==> config.mk <==
export PLATFORM = sky130hd
export DESIGN_NAME = ram64_arbiter_flat
export DESIGN_NICKNAME = d
export VERILOG_FILES = /design/src/rtl/ram64_arbiter_pkg.sv /design/src/rtl/ram64_arbiter_if.sv /design/src/rtl/ram64_arbiter_rr_pick.sv /design/src/rtl/ram64_arbiter.sv /design/src/flat_wrapper.sv
export SDC_FILE = /design/constraint.sdc
export NUM_CORES = 1
export LEC_CHECK = 0
export CAP_MARGIN = 10
export CORE_ASPECT_RATIO = 1.5
export CORE_UTILIZATION = 32
export DETAILED_ROUTE_END_ITERATION = 10
export PLACE_DENSITY = 0.81
export RECOVER_POWER = 50
export SLEW_MARGIN = 20
export SYNTH_ARGS = -nofsm -noshare
export SYNTH_HDL_FRONTEND = slang
export SYNTH_SLANG_ARGS = --single-unit
==> constraint.sdc <==
create_clock -name clk -period 1.9 [get_ports clk]
set_clock_uncertainty 0.2 [all_clocks]
set_input_delay 0.38 -clock clk [delete_from_list [all_inputs] [get_ports clk]]
set_output_delay 0.38 -clock clk [all_outputs]
set_load 0.005 [all_outputs]
==> src/rtl/ram64_arbiter_pkg.sv <==
// Shared widths and owner-state encoding for the two-client ram64 arbiter.
package ram64_defs;

    localparam int RAM_DW = 16;
    localparam int RAM_AW = 6;

    typedef enum logic [1:0] {
        IDLE    = 2'd0,
        SERVE_A = 2'd1,
        SERVE_B = 2'd2
    } state_t;

    // Which client wins when both request and no lock is continuing.
    typedef enum logic {
        PTR_A = 1'b0,
        PTR_B = 1'b1
    } ptr_t;

endpackage

==> src/rtl/ram64_arbiter_if.sv <==
// One client port of the arbiter: request side driven by the client, grant/read side by the arbiter.
interface ram64_arbiter_if;
    import ram64_defs::*;

    // Handshake: the client raises req with stable we/addr/wdata and holds it until gnt.
    // gnt high marks the cycle the access is performed on the memory; lock asks to keep
    // the grant next cycle; rvalid pulses for one cycle after a read's gnt with rdata valid.
    logic              req;
    logic              we;
    logic              lock;
    logic [RAM_AW-1:0] addr;
    logic [RAM_DW-1:0] wdata;
    logic              gnt;
    logic              rvalid;
    logic [RAM_DW-1:0] rdata;

    modport master (
        output req, we, lock, addr, wdata,
        input  gnt, rvalid, rdata
    );

    modport slave (
        input  req, we, lock, addr, wdata,
        output gnt, rvalid, rdata
    );

endinterface

==> src/rtl/ram64_arbiter_rr_pick.sv <==
// Combinational next-owner picker: lock continuation first, then two-way round robin.
module ram64_rr_pick
    import ram64_defs::*;
(
    input  logic [1:0] req,
    input  ptr_t       ptr,
    input  logic       keep_a,
    input  logic       keep_b,
    output state_t     next_owner,
    output logic       next_locked
);

    always_comb begin
        next_owner  = IDLE;
        next_locked = 1'b0;
        if (keep_a) begin
            next_owner  = SERVE_A;
            next_locked = 1'b1;
        end else if (keep_b) begin
            next_owner  = SERVE_B;
            next_locked = 1'b1;
        end else if (req[0] && req[1]) begin
            next_owner = (ptr == PTR_B) ? SERVE_B : SERVE_A;
        end else if (req[0]) begin
            next_owner = SERVE_A;
        end else if (req[1]) begin
            next_owner = SERVE_B;
        end
    end

endmodule

==> src/rtl/ram64_arbiter.sv <==
// Round-robin arbiter sharing one ram64 between clients A and B, with bounded lock
// for read-modify-write and registered read data per client.
module ram64_arbiter
    import ram64_defs::*;
#(
    parameter int unsigned MAX_LOCK = 4
) (
    input  logic              clk,
    input  logic              reset,
    ram64_arbiter_if.slave    a,
    ram64_arbiter_if.slave    b,
    output logic [RAM_AW-1:0] mem_addr,
    output logic [RAM_DW-1:0] mem_in,
    output logic              mem_load,
    input  logic [RAM_DW-1:0] mem_out,
    output state_t            dbg_state
);

    localparam logic [3:0] LOCK_MAX = 4'(MAX_LOCK);

    state_t            state;
    state_t            next_state;
    ptr_t              ptr;
    logic [3:0]        lock_cnt;
    logic              keep_a;
    logic              keep_b;
    logic              next_locked;
    logic              a_rvalid_q;
    logic              b_rvalid_q;
    logic [RAM_DW-1:0] a_rdata_q;
    logic [RAM_DW-1:0] b_rdata_q;

    // The lock budget only applies while the other client is actually waiting.
    always_comb begin
        keep_a = (state == SERVE_A) && a.req && a.lock && ((lock_cnt < LOCK_MAX) || !b.req);
        keep_b = (state == SERVE_B) && b.req && b.lock && ((lock_cnt < LOCK_MAX) || !a.req);
    end

    ram64_rr_pick u_pick (
        .req         ({b.req, a.req}),
        .ptr         (ptr),
        .keep_a      (keep_a),
        .keep_b      (keep_b),
        .next_owner  (next_state),
        .next_locked (next_locked)
    );

    always_ff @(posedge clk) begin
        if (reset) begin
            state    <= IDLE;
            ptr      <= PTR_A;
            lock_cnt <= '0;
        end else begin
            state <= next_state;
            // Every grant hands priority to the other client.
            if (next_state == SERVE_A) begin
                ptr <= PTR_B;
            end else if (next_state == SERVE_B) begin
                ptr <= PTR_A;
            end
            if (!next_locked) begin
                lock_cnt <= '0;
            end else if (lock_cnt != LOCK_MAX) begin
                lock_cnt <= lock_cnt + 4'd1;
            end
        end
    end

    always_comb begin
        mem_addr = '0;
        mem_in   = '0;
        mem_load = 1'b0;
        case (state)
            SERVE_A: begin
                mem_addr = a.addr;
                mem_in   = a.wdata;
                mem_load = a.we & ~reset;
            end
            SERVE_B: begin
                mem_addr = b.addr;
                mem_in   = b.wdata;
                mem_load = b.we & ~reset;
            end
            default: ;
        endcase
    end

    // Read data is captured at the end of the granted cycle; reset drops an interrupted read.
    always_ff @(posedge clk) begin
        if (reset) begin
            a_rvalid_q <= 1'b0;
            b_rvalid_q <= 1'b0;
            a_rdata_q  <= '0;
            b_rdata_q  <= '0;
        end else begin
            a_rvalid_q <= (state == SERVE_A) && !a.we;
            b_rvalid_q <= (state == SERVE_B) && !b.we;
            if ((state == SERVE_A) && !a.we) begin
                a_rdata_q <= mem_out;
            end
            if ((state == SERVE_B) && !b.we) begin
                b_rdata_q <= mem_out;
            end
        end
    end

    assign a.gnt     = (state == SERVE_A);
    assign b.gnt     = (state == SERVE_B);
    assign a.rvalid  = a_rvalid_q;
    assign b.rvalid  = b_rvalid_q;
    assign a.rdata   = a_rdata_q;
    assign b.rdata   = b_rdata_q;
    assign dbg_state = state;

endmodule

==> src/flat_wrapper.sv <==
// flat-port wrapper written by rule: the top's interface ports become plain ports
module ram64_arbiter_flat import ram64_defs::*;
#(
    parameter int unsigned MAX_LOCK = 4
)
  (clk, reset, mem_addr, mem_in, mem_load, mem_out, dbg_state, a_req, a_we, a_lock, a_addr, a_wdata, a_gnt, a_rvalid, a_rdata, b_req, b_we, b_lock, b_addr, b_wdata, b_gnt, b_rvalid, b_rdata);
  ram64_arbiter_if a_i ();
  ram64_arbiter_if b_i ();
  input  logic clk;
  input  logic reset;
  output logic [RAM_AW-1:0] mem_addr;
  output logic [RAM_DW-1:0] mem_in;
  output logic mem_load;
  input  logic [RAM_DW-1:0] mem_out;
  output state_t dbg_state;
  input wire logic [$bits(a_i.req)-1:0] a_req;
  input wire logic [$bits(a_i.we)-1:0] a_we;
  input wire logic [$bits(a_i.lock)-1:0] a_lock;
  input wire logic [$bits(a_i.addr)-1:0] a_addr;
  input wire logic [$bits(a_i.wdata)-1:0] a_wdata;
  output wire logic [$bits(a_i.gnt)-1:0] a_gnt;
  output wire logic [$bits(a_i.rvalid)-1:0] a_rvalid;
  output wire logic [$bits(a_i.rdata)-1:0] a_rdata;
  input wire logic [$bits(b_i.req)-1:0] b_req;
  input wire logic [$bits(b_i.we)-1:0] b_we;
  input wire logic [$bits(b_i.lock)-1:0] b_lock;
  input wire logic [$bits(b_i.addr)-1:0] b_addr;
  input wire logic [$bits(b_i.wdata)-1:0] b_wdata;
  output wire logic [$bits(b_i.gnt)-1:0] b_gnt;
  output wire logic [$bits(b_i.rvalid)-1:0] b_rvalid;
  output wire logic [$bits(b_i.rdata)-1:0] b_rdata;
  assign a_i.req = a_req;
  assign a_i.we = a_we;
  assign a_i.lock = a_lock;
  assign a_i.addr = a_addr;
  assign a_i.wdata = a_wdata;
  assign a_gnt = a_i.gnt;
  assign a_rvalid = a_i.rvalid;
  assign a_rdata = a_i.rdata;
  assign b_i.req = b_req;
  assign b_i.we = b_we;
  assign b_i.lock = b_lock;
  assign b_i.addr = b_addr;
  assign b_i.wdata = b_wdata;
  assign b_gnt = b_i.gnt;
  assign b_rvalid = b_i.rvalid;
  assign b_rdata = b_i.rdata;
  ram64_arbiter #(.MAX_LOCK(MAX_LOCK)) u_core (.clk(clk), .reset(reset), .a(a_i), .b(b_i), .mem_addr(mem_addr), .mem_in(mem_in), .mem_load(mem_load), .mem_out(mem_out), .dbg_state(dbg_state));
endmodule
==> metrics.txt <==
status=finished with violations; failing checks=negative setup slack; vias=2122; Final WS setup=-235 ps; Net Sw Frac=0.240; Worst slew margin=0.742; PwrDens=584 mW/mm2; HP Start=u_core.a.rdata[15]; Int Pwr=0.00162 W; share of the synthesized area in the top cell type=0.444; fill cell count=497; Gate power share=0.259; Seq pwr share=0.423; IO Count=129; Final min period=2140 ps; wire length per cell=14.5 um; die height=95.0 um; RSZ-0062 raised after global routing=true; Final Cycle Share=1.12; Psw=0.000512 W; cell taking the most area after synthesis=dfxtp_1; CP endpoint kind=flip-flop; Fmax=468 MHz; DPL Wire Length=4280 um; yosys warns=0; DIE WIDTH=64.0 um; initial core utilization=0.334; max-slew violations=0; largest buffer count on any clock path=2; Post-synth EDFFs=0; vias in the first global route=1942; Required @ worst endpoint=1870 ps; clock latency on the worst-skew pair=280 ps; Area Growth Syn to Fin=98.0%; CTS sink count=41; Worst Hold Slack=259 ps; clock power share=0.318; remaining global-route overflow=0; final setup violating endpoints=25; Site Rows=33; Synth Net Count=283; final net count=438; clk slew on worst S/H paths=80 ps; Worst Setup SP=u_core.dbg_state[1]; root buf cell=clkbuf_8; first-pass GRT wire length=9230 um; ys flop type=dfxtp_1; Core Area=0.00553 mm2; fraction of layout cells with a size suffix above 1=0.284; Cells after Synth=210; full die area=0.00608 mm2; Peak VDD IR=0.420 mV; synth top area cells=dfxtp_1 (44%), a22oi_1 (9.3%), a22o_1 (7.6%); Util after Layout=0.661; DRT Wirelength=6320 um; Leakage=1.44 nW; Max-cap violations=0; Setup crit start kind=flip-flop; Tot Pwr=0.00214 W; Critical R2R Launch=u_core.dbg_state[1]; kind of critical path=reg -> reg; H-Tree Depth=2; Mapped Area=0.00185 mm2; Hold Crit Class=reg -> reg; IO Port Bufs=128; Worst Path Arrival=2110 ps; ant diodes=0; Crit Path Max Fanout=6; vias per std cell=4.87; CTS tree=yes; post-synthesis async set-or-reset flop share=0; pin count of the biggest net entering global routing=26; Initial DRC Count=92; post-route ant nets=0; worst slew pin tran=387 ps; library cells used by synthesis=30; sequential share of the synthesized area=0.444; GRT Util Overall=0.197; FF+latch count, synth=41; routability cong.=0.768; Syn Area/Cell=8.79 um2; initial antenna violation count=0; DRC errors left=0; Fin. Hold Viols=0; CTS Hold Bufs=0; clock buffer count from CTS=5; DR pass1 iterations=4
-- layer usage --
layer / vias up / part of all wire / track usage
met2: 71 / 0.55 / 0.358
met5: - / 0 / 0
met3: 6 / 0.036 / 0.0347
met1: 997 / 0.40 / 0.230
met4: 0 / 0.014 / 0.0682
li1: 1048 / - / -
-- critical path, cell delays in order (launching register included) --
cell	delay, ps
dfxtp_4	380
inv_4	40
ha_4	170
buf_8	130
buf_6	110
and3_4	140
and2_4	160
or2_4	230
ha_4	260
mux2i_1	160
nor2_1	50
-- layout make-up --
| type | count | area, um2 | area share |
|---|---|---|---|
| timing repair buffer | 164 | 1550 | 0.423 |
| sequential | 41 | 828 | 0.227 |
| clock inverter | 2 | 38.8 | 0.0106 |
| clock buffer | 6 | 72.6 | 0.0198 |
| tap | 70 | 87.6 | 0.0240 |
| multi-input combinational | 147 | 1060 | 0.289 |
| inverter | 6 | 27.5 | 0.00753 |
-- power groups by stage --
stage	Sequential, W	Combinational (W)	Clock (W)
after floorplan	0.000924	0.000167	0
after global placement	0.000923	0.000454	0
after detailed placement	0.000924	0.000460	0
after CTS	0.000903	0.000529	0.000699
after global routing	0.000907	0.000593	0.000741
final	0.000904	0.000553	0.000678
-- synth_stat cells, types with 2 or more instances --
master	count
a21oi_1	16
a22oi_1	23
nor3_1	3
o21ai_0	3
xnor2_1	2
clkbuf_1	5
a22o_1	16
nand2_1	33
buf_2	6
nor2_1	27
inv_1	5
buf_6	5
and3_1	2
dfxtp_1	41
mux2i_1	3
a211oi_1	2
ha_1	5
-- final timing paths --
| check | to | slack, ps | depth (start not counted) |
|---|---|---|---|
| max reg2reg | u_core.ptr | -240 | 10 |
| max | u_core.ptr | -240 | 10 |
| min reg2reg | u_core.a.rdata[15] | 260 | 2 |
| min | u_core.a.rdata[15] | 260 | 2 |
-- cells in the final DEF (no fill, tap or decap), types with 5 or more instances in the layout --
cell	count
buf_2	20
dfxtp_1	39
a21oi_1	16
nor2_1	27
clkbuf_8	5
buf_6	8
clkdlybuf4s50_1	102
buf_4	23
a22oi_2	20
nand2_1	33
a22o_1	16
-- metrics by stage --
step	instances	setup TNS, ps	cell area [um2]	setup WS (ps)
floorplan	210	-18.5	1880	-18.5
global placement	406	-5870	3280	-444
detailed placement	406	-6540	3280	-472
CTS	433	-3510	3590	-253
global route	436	-4800	3660	-296
finish	436	-3080	3660	-235
-- flip-flops by register name (all words and copies together) (netlist names) --
| register | count |
|---|---|
| u_core.lock_cnt | 4 |
| u_core.b.rvalid | 1 |
| u_core.b.rdata | 16 |
| u_core.ptr | 1 |
| u_core.a.rdata | 16 |
| u_core.dbg_state | 2 |
| u_core.a.rvalid | 1 |
-- cells by family after synthesis --
group                      after synthesis  share of synthesized area
buffers and inverters                   22                     0.0691
xor gates and xnor gates                 2                    0.00949
AOI/OAI and AO/OA                       64                      0.255
muxes                                    3                     0.0163
adders and majority gates                5                     0.0339
and+or+nand+nor                         73                      0.171
DFF                                     41                      0.444
-- repair_timing --
| item | 4_1_cts | 5_1_grt |
|---|---|---|
| gates cloned | 1 | 1 |
| buffers inserted | 18 | 2 |
| gates resized for setup | 117 | 14 |
| endpoints found under the setup margin | 26 | 40 |
| pin swaps | 3 | 3 |
No activity file was read; power rests on OpenSTA's default activity.
